[src/rtl/draw_counter_pkg.sv]
// Shared definitions for the pixel sweeper: region codes, FSM states, region sizes.
// Region codes match the encoding used by the downstream address stage.
// Ports: none (package only).
package draw_counter_pkg;

   localparam int FS_W = 160;
   localparam int FS_H = 120;
   localparam int CV_W = 115;
   localparam int CV_H = 70;
   localparam int AN_W = 21;
   localparam int AN_H = 17;

   localparam logic [1:0] FULLSCREEN = 2'b00;
   localparam logic [1:0] CANVAS     = 2'b01;
   localparam logic [1:0] ANSWER     = 2'b10;
   localparam logic [1:0] INVALID    = 2'b11;

   typedef enum logic [1:0] {
      ST_IDLE = 2'b00,
      ST_DRAW = 2'b01,
      ST_DONE = 2'b10
   } state_t;

   // Fullscreen columns start at 1 because the address stage subtracts 1 in that mode.
   function automatic logic [7:0] first_col(input logic [1:0] region);
      return (region == FULLSCREEN) ? 8'd1 : 8'd0;
   endfunction

endpackage

[src/rtl/draw_counter_region_limits.sv]
// Purpose: maps a latched region code to its first column, last column and last row.
// Latency: purely combinational. Backpressure: none.
// Ports: mode (region code in), first_x / last_x (column bounds out), last_y (last row out).
module region_limits
   import draw_counter_pkg::*;
(
   input  logic [1:0] mode,
   output logic [7:0] first_x,
   output logic [7:0] last_x,
   output logic [6:0] last_y
);

   always_comb begin
      first_x = first_col(mode);
      last_x  = 8'd0;
      last_y  = 7'd0;
      case (mode)
         FULLSCREEN: begin
            last_x = 8'(FS_W);
            last_y = 7'(FS_H - 1);
         end
         CANVAS: begin
            last_x = 8'(CV_W - 1);
            last_y = 7'(CV_H - 1);
         end
         ANSWER: begin
            last_x = 8'(AN_W - 1);
            last_y = 7'(AN_H - 1);
         end
         // The invalid code is never latched; collapse to a single pixel.
         default: begin
            last_x = first_col(mode);
            last_y = 7'd0;
         end
      endcase
   end

endmodule

[src/rtl/draw_counter.sv]
// Purpose: row-major sweep of a region rectangle, one (Xpos, Ypos) offset plus plot per cycle.
// Latency: first plot one cycle after an accepted go; done one cycle after the last plot.
// Backpressure: hold freezes coordinate and state and drops plot; no pixel is skipped.
// Ports: clock, reset (async high), go/aluOp (start + region), hold (stall),
//        Xpos/Ypos (offsets), mode (latched region), plot/busy/done (status).
module draw_counter
   import draw_counter_pkg::*;
(
   input  logic       clock,
   input  logic       reset,
   input  logic       go,
   input  logic [1:0] aluOp,
   input  logic       hold,
   output logic [7:0] Xpos,
   output logic [6:0] Ypos,
   output logic [1:0] mode,
   output logic       plot,
   output logic       busy,
   output logic       done
);

   state_t     state;
   state_t     state_nxt;
   logic [7:0] x_nxt;
   logic [6:0] y_nxt;
   logic [1:0] mode_nxt;
   logic [7:0] first_x;
   logic [7:0] last_x;
   logic [6:0] last_y;

   region_limits u_limits (
      .mode    (mode),
      .first_x (first_x),
      .last_x  (last_x),
      .last_y  (last_y)
   );

   always_ff @(posedge clock or posedge reset) begin
      if (reset) begin
         state <= ST_IDLE;
         Xpos  <= 8'd0;
         Ypos  <= 7'd0;
         mode  <= FULLSCREEN;
      end else begin
         state <= state_nxt;
         Xpos  <= x_nxt;
         Ypos  <= y_nxt;
         mode  <= mode_nxt;
      end
   end

   always_comb begin
      state_nxt = state;
      x_nxt     = Xpos;
      y_nxt     = Ypos;
      mode_nxt  = mode;
      plot      = 1'b0;
      busy      = 1'b0;
      done      = 1'b0;
      case (state)
         ST_IDLE: begin
            x_nxt = 8'd0;
            y_nxt = 7'd0;
            if (go && aluOp != INVALID) begin
               state_nxt = ST_DRAW;
               mode_nxt  = aluOp;
               // Limits follow the latched mode, so the first column comes from aluOp here.
               x_nxt     = first_col(aluOp);
            end
         end
         ST_DRAW: begin
            busy = 1'b1;
            if (!hold) begin
               plot = 1'b1;
               if (Xpos == last_x) begin
                  if (Ypos == last_y) begin
                     // Coordinates stay parked on the last pixel through DONE.
                     state_nxt = ST_DONE;
                  end else begin
                     x_nxt = first_x;
                     y_nxt = Ypos + 7'd1;
                  end
               end else begin
                  x_nxt = Xpos + 8'd1;
               end
            end
         end
         ST_DONE: begin
            busy      = 1'b1;
            done      = 1'b1;
            state_nxt = ST_IDLE;
            x_nxt     = 8'd0;
            y_nxt     = 7'd0;
         end
         default: begin
            state_nxt = ST_IDLE;
            x_nxt     = 8'd0;
            y_nxt     = 7'd0;
         end
      endcase
   end

endmodule

[config.mk]
export PLATFORM = sky130hd
export DESIGN_NAME = draw_counter
export DESIGN_NICKNAME = d
export VERILOG_FILES = /design/src/rtl/draw_counter_pkg.sv /design/src/rtl/draw_counter_region_limits.sv /design/src/rtl/draw_counter.sv
export SDC_FILE = /design/constraint.sdc
export NUM_CORES = 1
export LEC_CHECK = 0
export ABC_AREA = 1
export BUFFER_PORTS_ARGS = -buffer_cell sky130_fd_sc_hd__buf_2
export CAP_MARGIN = 20
export CORE_ASPECT_RATIO = 0.6
export CORE_UTILIZATION = 60
export DETAILED_ROUTE_END_ITERATION = 12
export PLACE_DENSITY_LB_ADDON = 0.05
export RECOVER_POWER = 25
export SYNTH_ARGS = -nofsm -noshare
export SYNTH_HDL_FRONTEND = slang
export SYNTH_SLANG_ARGS = --single-unit
[constraint.sdc]
create_clock -name clock -period 3 [get_ports clock]
set_input_delay 0 -clock clock [delete_from_list [all_inputs] [get_ports clock]]
set_output_delay 0 -clock clock [all_outputs]
set_load 0.02 [all_outputs]
# Word-level counts from Yosys, hierarchy flattened
# Cells that the tools add are included.
[totals]
input_bits = 6
elab_cells = 50
register_bits = 19
output_inout_bits = 20
[op_classes]
n_eq_ne = 13
mux = 22
n_addsub = 2
n_reduce_logical = 9
[op_table]
columns = ["op", "count"]
rows = [
  ["7-bit two-way mux", 4],
  ["8-bit two-way mux", 3],
  ["8-bit one-hot mux with 3 select lines", 1],
  ["7-bit one-hot mux with 3 select lines", 1],
  ["8-bit one-hot mux with 2 select lines", 1],
  ["2-bit inequality test (second input constant)", 6],
  ["8-bit by 1-bit adder with 8-bit output (second input constant)", 1],
  ["8-bit == test", 1],
  ["2-bit two-way mux", 4],
  ["7-bit by 1-bit adder with 7-bit output (second input constant)", 1],
  ["7-bit == test", 1],
  ["1-bit two-way mux", 7],
  ["2-bit zero test", 3],
  ["2-bit by 1-bit == test with 1-bit output (second input constant)", 2],
  ["2-bit == test (second input constant)", 2],
  ["2-bit one-hot mux with 2 select lines", 1],
  ["2-bit AND reduction", 2],
  ["4-bit AND reduction", 1],
  ["3-bit inequality test (second input constant)", 1],
  ["3-bit AND reduction", 1],
  ["2-bit OR reduction", 1],
  ["1-bit logical AND", 1],
]

# Logic depth before layout (Yosys ltp)
[depth]
depth_word = 7
mapped_depth = 13
ltp_nobuf = 13

# Modules after synthesis
# A second synthesis with hierarchy kept.
[unflattened]
cells_unflattened = 280
hier_area_um2 = 1900.6
[by_module_without_submodules]
columns = ["mod", "cells_each", "area_each_um2", "instances"]
rows = [
  ["draw_counter", 253, 1697.9, 1],
  ["region_limits", 27, 202.7, 1],
]

# Worst setup path after synthesis
# No wires, ideal clock.
[synth_timing]
path_type = "register to register"
startpoint = "register mode[0]"
endpoint = "register Ypos[0]"
arrival_ps = 1782
path_stages_with_launch = 13
required_ps = 2881
setup_ps = 119
path_slack_ps = 1099
path_cell_list = "dfrtp_1 inv_1 ha_1 inv_1 nand2_1 nand2_1 nor2_2 nand3_4 o21bai_4 nand3_4 buf_6 nand2_1 o21ai_2"
[synth_between]
elab_chain_cells = 5
elab_cells_between_ends = 10
[synth_lines]
columns = ["element", "line", "text"]
rows = [
  ["start: declaration", "draw_counter.sv:16", "output logic [1:0] mode,"],
  ["start signal: assignment", "draw_counter.sv:48", "mode <= mode_nxt;"],
  ["2-bit == test (tied with other cells)", "draw_counter_region_limits.sv:17", "case (mode)"],
  ["8-bit one-hot mux with 3 select lines or 7-bit one-hot mux with 3 select lines (tied branches)", "draw_counter_region_limits.sv:17", ""],
  ["8-bit == test or 7-bit == test (tied branches)", "draw_counter.sv:75, draw_counter.sv:76", ""],
  ["2-bit inequality test (no line)", "-", ""],
  ["3-bit AND reduction (no line) (*)", "-", ""],
  ["end signal: assignment", "draw_counter.sv:47", "Ypos <= y_nxt;"],
  ["end: declaration", "draw_counter.sv:15", "output logic [6:0] Ypos,"],
]
# Mark *: on every way between the ends. The rest lies on a longest branch, timed or not.
# A chain may end at the register's enable or synchronous reset.

# Worst setup path in the final report
[layout_timing]
startpoint = "register mode[0]"
endpoint = "register Xpos[5]"
[layout_between]
elab_chain_cells = 6
elab_cells_between_ends = 12
[layout_lines]
columns = ["element", "line", "text"]
rows = [
  ["2-bit == test (tied with other cells)", "draw_counter_region_limits.sv:17", ""],
  ["8-bit one-hot mux with 3 select lines", "draw_counter_region_limits.sv:17", ""],
  ["8-bit == test", "draw_counter.sv:75", "if (Xpos == last_x) begin"],
  ["8-bit two-way mux", "draw_counter.sv:75", ""],
  ["8-bit two-way mux", "draw_counter.sv:73", "if (!hold) begin"],
  ["8-bit one-hot mux with 2 select lines", "draw_counter.sv:60", "case (state)"],
  ["end signal: assignment", "draw_counter.sv:46", "Xpos <= x_nxt;"],
  ["end: declaration", "draw_counter.sv:14", "output logic [7:0] Xpos,"],
]
# Parallel ways exist; a longest one is shown, timed or not. The select of a mux whose other input is x is not followed.

==> flow_summary_export.csv <==
group,metric,value,unit
run_status,status,"finished, violations left",
layout,multi_input_area,948.4,um2
run_status,failed_checks,"negative hold slack",
global_routing,grt_pass1_vias,1271,
yosys,syn_nets,240,
yosys,syn_avg_cell_area,6.980,um2
sta,fin_crit,2.021,ns
layout,antenna_cells,0,
clock_network,clk_latency,0.26,ns
pwr,ir_worst_vdd,0.6443,mV
sta,fin_ws,0.9786,ns
clock_network,clockRootBuffer,"clkbuf_8",
global_routing,antenna_found_initial,0,
clock_network,htree_num_levels,1,
critical_path,path_class,"reg -> reg",
clock_network,cts_tree,"done",
layout,nets,267,
sta,max_slew_margin,50.72,%
routing,vias,1538,
die,dieArea,2808,um2
yosys,ys_ff_latch,19,
global_routing,grtUsageTotal,29.62,%
yosys,synthMuxAreaShare,0,%
routing,wl_per_cell,13.82,um
sta,worstMarginPinSlew,0.7383,ns
global_routing,grt_max_degree,20,
critical_path,cp_max_fo,6,
routing,antenna_left,0,
layout,area_growth,11.58,%
yosys,syn_area,1556,um2
critical_path,end_kind,"register",
sta,hold_viol_final,1,
layout,seq_area,475.5,um2
die,fp-row-count,13,
clock_network,clkTransAtPathRegs,0.07,ns
global_routing,grt_pass1_wl,6085,um
global_routing,grt_overflow_total,0,
sta,finalSetupViolCount,0,
routing,routed_via_density,5.513,
placement,io_buffer_count,25,
critical_path,crit_required,3.20,ns
layout,fillCellCount,192,
sta,max_freq,494.7,MHz
sta,fin_skew,0.004394,ns
yosys,yosys_warnings,0,
worst_hold_path,worstHoldPathType,"in -> reg",
yosys,synth_cell_types,27,
routing,drc,0,
yosys,yosys.area_share.simple,40.35,%
yosys,synth_top_family_by_area,"simple AND/OR/NAND/NOR gates",
routing,dr.pass1.iters,4,
clock_network,cts_resized,0,
die,initial_core_util,67.39,%
pwr,p_leak,0.8746,nW
routing,drt-total-wl,3855,um
flow_run,drv_cap,0,
sta,holdWs,-0.007472,ns
layout,utilization,75.19,%
critical_path,start_kind,"register",
pwr,total_power,1.464,mW
routing,drtIter0Drc,96,
die,ioPinCount,26,
pwr,power_density,842.8,nW/um2
yosys,synth_compound_area_share,8.923,%
yosys,synthAdderAreaFrac,8.842,%
placement,preCtsSetupSlack,1.043,ns
die,die_h,41.45,um
die,core_area,2310,um2
sta,drv_slew,0,
yosys,yosysSeqAreaShare,30.55,%
yosys,synth_xor_area_share,2.814,%
sta,period_share,67.38,%
layout,drive_gt1_share,16.87,%
sta,finalSetupTns,0,ns
clock_network,cts_buffers,3,
placement,globalplace.congestion,0.8660,
placement,hpwlAfterDp,2915,um
sta,rsz0062_at_grt,"false",
clock_network,clockBufferDepth,2,
clock_network,cts_sinks,19,
die,die_width,67.76,um
yosys,synth_cells,223,
critical_path,cp.arrival,2.22,ns
[registers in the layout, summed over array words and instances (netlist names)]
| signal | cells |
|---|---|
| Xpos | 8 |
| Ypos | 7 |
| mode | 2 |
| state | 2 |
[logic make-up (layout without fill, tap and decap cells)]
| family | Yosys count | after routing |
|---|---|---|
| AND/OR/NAND/NOR | 138 | 138 |
| buffers and inverters | 32 | 58 |
| XOR/XNOR | 5 | 5 |
| adder cells (fa/ha/maj) | 11 | 11 |
| flip-flops | 19 | 19 |
| AO/OA/AOI/OAI | 18 | 18 |
[layout make-up]
class | count | area share [%]
tap | 30 | 2.161
multi-input combinational | 172 | 54.61
clock inverter | 1 | 0.2882
timing repair buffer | 27 | 7.349
inverter | 27 | 5.836
clock buffer | 3 | 2.378
sequential | 19 | 27.38
[power by group]
part | internal, mW | switching [mW]
Clock | 0.0925 | 0.0887
Combinational | 0.277 | 0.636
Sequential | 0.302 | 0.0669
[per-stage QoR]
step,cell area (um2),cells
6_report,1737,279
5_1_grt,1737,279
4_1_cts,1754,279
3_5_place_dp,1688,273
3_3_place_gp,1688,273
2_1_floorplan,1556,223
[timing repair]
item / in CTS / in global routing
buffers inserted: 0 / 0
endpoints found under the hold margin: 20 / 0
hold buffers: 2 / 0
[synthesized netlist by cell type]
cell,n,area share [%]
o21bai_4,1,1.2
nand3b_1,2,0.96
nand2_2,7,2.8
buf_6,1,0.72
xnor2_1,1,0.56
xor2_1,4,2.3
o21ai_2,7,3.9
nand3_4,2,2.3
nand3_1,15,4.8
nor3_1,7,2.3
nor2_2,4,1.6
o21ai_0,5,1.6
nand4_1,4,1.6
a21oi_2,1,0.56
nor2_1,18,4.3
buf_4,1,0.48
clkbuf_1,2,0.48
a21oi_1,2,0.64
ha_1,11,8.8
dfrtp_1,19,31
inv_1,24,5.8
o21bai_1,2,0.96
or2_2,1,0.40
nor2_4,1,0.72
buf_2,1,0.32
nand2_1,77,19
inv_2,3,0.72
[critical path: stages (launching register included)]
cell and delay [ns]:
dfrtp_1 0.43, inv_1 0.14, ha_1 0.32, inv_2 0.08
nand2_1 0.10, nand2_1 0.07, nand2_1 0.06, nand2_1 0.08
nand3_1 0.14, nor2_2 0.06, a21oi_2 0.29, nand2_1 0.12
nand2_1 0.08
[cell usage in the layout, fill, tap and decap left out]
master          n
a21oi_1         2
a21oi_2         1
buf_2          11
clkbuf_1       14
clkbuf_8        3
clkinv_2        1
dfrtp_1        19
dlygate4sd3_1   2
ha_1           11
inv_1          24
inv_2           3
nand2_1        77
nand2_2         7
nand3_1        15
nand3_4         2
nand3b_1        2
nand4_1         4
nor2_1         18
nor2_2          4
nor2_4          1
nor3_1          7
o21ai_0         5
o21ai_2         7
o21bai_1        2
o21bai_4        1
or2_2           1
xnor2_1         1
xor2_1          4
[path summary, 6_finish.rpt]
check / start / end / slack (ns) / depth (start not counted)
setup / recovery: mode[0] / Xpos[5] / 0.98 / 12
hold / removal: aluOp[0] / mode[0] / -0.007 / 3
setup reg to reg: mode[0] / Xpos[5] / 0.98 / 12
hold reg to reg: Xpos[7] / Xpos[7] / 0.54 / 2
max in group asynchronous: reset / Xpos[0] / 2.14 / 3
min in group asynchronous: reset / Ypos[5] / 0.40 / 3
[routing by layer]
metal | track usage, % | part of all wire, % | wire [um]
met4 | 9.787 | 2.3 | 87
met5 | 0 | 0 | 0
met2 | 40.59 | 41 | 1562
met1 | 44.14 | 48 | 1835
met3 | 7.967 | 9.6 | 370
No activity file was read; power rests on OpenSTA's default activity.
